==> src/rtl/phase_seq_ctrl.sv <==
// rtl/phase_seq_ctrl.sv - round-robin owner of a shared 2-bit phase sequencer with hardened FSM
// Optional watchdog reclaim of a stalled owner: define PHASE_SEQ_WATCHDOG_EN.
module phase_seq_ctrl #(
  parameter int N_REQ    = 3,
  parameter int PHASE_W  = 2,
  parameter int HOLD_MAX = 16
) (
  input  logic               clk,
  input  logic               rst_n,
  input  logic [N_REQ-1:0]   req,
  input  logic [N_REQ-1:0]   step,
  input  logic [N_REQ-1:0]   done,
  input  logic               err_clr,
  output logic [N_REQ-1:0]   gnt,
  output logic [PHASE_W-1:0] phase,
  output logic               busy,
  output logic               err_state,
  output logic               err_timeout
);

  localparam int OW = (N_REQ > 1) ? $clog2(N_REQ) : 1;

  if (N_REQ < 2 || N_REQ > 8 || HOLD_MAX < 2) begin : g_cfg_check
    $error("phase_seq_ctrl: unsupported parameter set");
  end

  typedef enum logic [3:0] {
    S_IDLE    = 4'b0001,
    S_GRANT   = 4'b0010,
    S_RUN     = 4'b0100,
    S_RELEASE = 4'b1000
  } state_e;

  // Plain vector so that any corrupted encoding is representable and caught by default.
  logic [3:0]    state;
  logic [OW-1:0] owner;
  logic [OW-1:0] rr_ptr;
  logic [OW-1:0] winner;
  logic          step_own;
  logic          done_own;
  logic          req_own;

  assign step_own = step[owner];
  assign done_own = done[owner];
  assign req_own  = req[owner];
  assign busy     = (state != S_IDLE);

  // Scan downward so the requester closest above rr_ptr is written last and wins.
  always_comb begin
    winner = rr_ptr;
    for (int i = N_REQ - 1; i >= 0; i--) begin
      if (req[(int'(rr_ptr) + i) % N_REQ]) begin
        winner = OW'((int'(rr_ptr) + i) % N_REQ);
      end
    end
  end

`ifdef PHASE_SEQ_WATCHDOG_EN
  localparam int WD_W = $clog2(HOLD_MAX);
  logic [WD_W-1:0] wd_cnt;
`else
  assign err_timeout = 1'b0;
`endif

  always_ff @(posedge clk or negedge rst_n) begin
    if (!rst_n) begin
      state     <= S_IDLE;
      gnt       <= '0;
      phase     <= '0;
      err_state <= 1'b0;
      rr_ptr    <= '0;
      owner     <= '0;
`ifdef PHASE_SEQ_WATCHDOG_EN
      err_timeout <= 1'b0;
      wd_cnt      <= '0;
`endif
    end else begin
      // Clear first so a same-edge set further down takes priority.
      if (err_clr) begin
        err_state <= 1'b0;
`ifdef PHASE_SEQ_WATCHDOG_EN
        err_timeout <= 1'b0;
`endif
      end
      case (state)
        S_IDLE: begin
          if (|req) begin
            owner <= winner;
            state <= S_GRANT;
          end
        end
        S_GRANT: begin
          gnt   <= N_REQ'(1) << owner;
          phase <= '0;
          state <= S_RUN;
`ifdef PHASE_SEQ_WATCHDOG_EN
          wd_cnt <= '0;
`endif
        end
        S_RUN: begin
          if (step_own) phase <= phase + 1'b1;
          if (done_own || !req_own) begin
            state <= S_RELEASE;
          end
`ifdef PHASE_SEQ_WATCHDOG_EN
          else if (step_own) begin
            wd_cnt <= '0;
          end else if (wd_cnt == WD_W'(HOLD_MAX - 1)) begin
            state       <= S_RELEASE;
            err_timeout <= 1'b1;
          end else begin
            wd_cnt <= wd_cnt + 1'b1;
          end
`endif
        end
        S_RELEASE: begin
          gnt    <= '0;
          phase  <= '0;
          rr_ptr <= (owner == OW'(N_REQ - 1)) ? '0 : owner + 1'b1;
          state  <= S_IDLE;
        end
        default: begin
          state     <= S_IDLE;
          gnt       <= '0;
          phase     <= '0;
          err_state <= 1'b1;
        end
      endcase
    end
  end

endmodule

==> config.mk <==
export PLATFORM = sky130hd
export DESIGN_NAME = phase_seq_ctrl
export DESIGN_NICKNAME = d
export VERILOG_FILES = /design/src/rtl/phase_seq_ctrl.sv
export SDC_FILE = /design/constraint.sdc
export NUM_CORES = 1
export LEC_CHECK = 0
export BUFFER_PORTS_ARGS = -buffer_cell sky130_fd_sc_hd__buf_2
export CAP_MARGIN = 40
export CELL_PAD_IN_SITES_DETAIL_PLACEMENT = 0
export CELL_PAD_IN_SITES_GLOBAL_PLACEMENT = 1
export CORE_AREA = 10 10 64 66
export CTS_CLUSTER_SIZE = 25
export DETAILED_ROUTE_END_ITERATION = 16
export DIE_AREA = 0 0 74 76
export PLACE_DENSITY = 0.8
export SYNTH_ARGS = -nofsm -noshare
export SYNTH_HDL_FRONTEND = slang
export SYNTH_SLANG_ARGS = --single-unit
export TNS_END_PERCENT = 1
==> constraint.sdc <==
create_clock -name clk -period 1.3 [get_ports clk]
set_input_delay 0.13 -clock clk [delete_from_list [all_inputs] [get_ports clk]]
set_output_delay 0.13 -clock clk [all_outputs]
set_load 0.05 [all_outputs]
==> flow_summary.ini <==
[clocking]
clockRootBuffer = clkbuf_4
worstSkewPairLatency_ns = 0.30
clkTransAtPathRegs_ns = 0.10
max-clock-path-buffers = 2
numCtsBuffers = 3
cts_tree = yes
cts.sinks = 14
ctsHtreeMaxLevel = 1

[global_routing]
overflow = 0
antenna_found_initial = 0
grt_pass1_vias = 987
grt_pass1_wl_mm = 4.37
track_usage_pct = 9.58
grt_max_degree = 15

[yosys]
yosysSeqAreaShare_pct = 34.5
synth.avg_cell_area_um2 = 9.36
synth_largest_area_cell = dfrtp_1
synth_cell_types = 35
async_flop_share_pct = 100
synth_most_common_cell = dfrtp_1
yosysWarnings = 0
ys_top_cells_by_area = dfrtp_1 32%, mux2i_1 5.9%, nor4b_4 4.7%
syn-num-nets = 124
ys.flop_type = dfrtp_1
synth-seq-cells = 14
synthCells = 109
ys_top_cells_by_count = 13 x dfrtp_1, 9 x a21oi_1, 9 x nor2_1
synth_edf_count = 0
yosysTopAreaCellShare_pct = 31.9
synth_area_mm2 = 0.00102

[final_layout]
n_antenna_cell = 0
syn_to_final_growth_pct = 45.4
final.fill_count = 279
drive_above_1_share_pct = 51.3
nNetsFinal = 170
post-route-util_pct = 50.6
fin_area_mm2 = 0.00148

[min_path]
hp-class = in2reg

[floorplan]
die_h_um = 76
design.core.area_mm2 = 0.00293
dieWidth_um = 74
rows = 20
start_util_pct = 34.8
io_pins = 20
die_area_mm2 = 0.00562

[pwr]
pwr-share-clk_pct = 7.4
vdd_ir_drop_max_v = 0.00154
combPwrFrac_pct = 71.3
p_per_area_mw_per_mm2 = 2560
pwr-share-seq_pct = 21.3
switching_share_pct = 44.6
power_switching_uw = 1690
total_power_uw = 3800
p_int_uw = 2100
leakage_uw = 0.000679

[setup_path]
cp-endpoint = busy
rr_worst_depth = 6
crit_path_start = state[3]
r2r_end = owner[1]
cp_max_fo = 2
rrSetupSlack_ns = -0.28
r2r_start = rr_ptr[0]
crit_required_ns = 1.17
arrival_ns = 1.45
crit_type = reg2out
critPathLaunchType = flip-flop
critPathCaptureType = output port

[placement]
place.gp.congestion = 0.878
io_buffers = 18
place_ws_ns = -0.259
hpwlAfterDp_mm = 1.95
dpl_cell_area_mm2 = 0.00128

[sta]
max_freq_mhz = 633
hold_viol = 0
fin_hold_ws_ns = 0.0371
fin_ws_ns = -0.280
period_minus_slack_ns = 1.58
rsz0062_at_grt = true
clock_skew_ns = 0.0124
slew_violations = 0
setup_viol = 12
finalCritPeriodShare_pct = 122

[routing]
postRouteAntennaNets = 0
drt_iter0_drc = 37
routed_via_density = 5.13
first_pass_iters = 4
drc = 0
wirelength_mm = 2.66
num_vias = 960
avgRoutedWirePerCell_um = 14.2

[run]
cap_violations = 0

[run_status]
status = complete, but fails checks
failed_checks = negative setup slack
## layer usage
| layer | up-vias | part of all wire [%] | global-route usage, % |
|---|---|---|---|
| li1 | 482 | - | - |
| met1 | 453 | 42 | 10.9 |
| met2 | 20 | 50 | 15.4 |
| met3 | 5 | 5.6 | 2.73 |
| met4 | 0 | 2.1 | 5.22 |
| met5 | - | 0 | 0 |
## repair_timing
item | in CTS | in global routing
hold buffers | 1 | 0
resized for setup | 9 | 24
setup buffers | 5 | 1
pin swaps | 1 | 7
endpoints found under the setup margin | 12 | 14
hold endpoints to repair | 13 | 0
## cells in the final DEF, fill, tap and decap left out, types with 2 or more instances in the layout
| master | count |
|---|---|
| a22oi_1 | 2 |
| o22ai_1 | 3 |
| nand2_1 | 5 |
| buf_8 | 2 |
| a21oi_2 | 2 |
| dfrtp_1 | 10 |
| nand2b_1 | 6 |
| o21ai_1 | 2 |
| o211ai_1 | 2 |
| buf_6 | 4 |
| a2bb2oi_2 | 2 |
| inv_1 | 6 |
| a32o_1 | 3 |
| nor2b_1 | 3 |
| dfrtp_2 | 3 |
| nor4b_4 | 3 |
| nor2_1 | 9 |
| nand2_2 | 3 |
| nand3b_1 | 2 |
| clkbuf_4 | 3 |
| mux2i_1 | 5 |
| buf_4 | 23 |
| buf_2 | 17 |
| ha_4 | 2 |
| a21oi_1 | 7 |
## area by class of cell
type	instances	area [um2]	area share (%)
flip-flops and latches	14	355	24.0
inverters	8	32.5	2.19
well taps	33	41.3	2.78
clock buffers	4	26.3	1.77
multi-input cells	81	684	46.2
repair buffers	47	343	23.1
## sequential cells by signal (all words and copies together), names as in the netlist
signal / flops
owner: 2
rr_ptr: 2
phase: 2
state: 4
gnt: 3
err_state: 1
## logic make-up (layout without fill, tap and decap cells)
logic type / count (synthesis) / after routing / synth area share, %
other cells: 1 / 1 / 0.368
compound gates: 34 / 34 / 23.8
buf+inv: 14 / 59 / 6.87
fa+ha+maj: 3 / 3 / 3.68
simple gates: 36 / 36 / 23.8
mux: 7 / 7 / 6.99
flops: 14 / 14 / 34.5
## power by group through the flow
stage / logic [uW] / clock network (uW) / registers (uW)
3_3_place_gp: 2130 / 0 / 787
2_1_floorplan: 1290 / 0 / 944
3_5_place_dp: 2170 / 0 / 797
6_report: 2710 / 281 / 810
4_1_cts: 2400 / 289 / 781
5_1_grt: 2940 / 310 / 842
## metrics by stage
| step | setup TNS, ns | cells |
|---|---|---|
| 6_report | -2.05 | 187 |
| 5_1_grt | -3.10 | 187 |
| 4_1_cts | -2.28 | 186 |
| 3_5_place_dp | -1.26 | 176 |
| 3_3_place_gp | -1.06 | 176 |
| 2_1_floorplan | -0.606 | 109 |
## critical path: stages (launching register included)
cell and delay (ns):
dfrtp_2 0.44, nor4b_4 0.27, buf_4 0.16, inv_4 0.03
buf_6 0.10, buf_8 0.14
## how the worst min path moves through the flow
| stage | from | to | depth (start not counted) |
|---|---|---|---|
| after detailed placement | rst_n | phase[1] | 1 |
| after global placement | rst_n | phase[0] | 1 |
| after CTS | err_clr | err_state | 2 |
| after global routing | err_clr | err_state | 2 |
| final | err_clr | err_state | 2 |
| after floorplan | rst_n | err_state | 0 |
(Power assumes the default switching activity.)
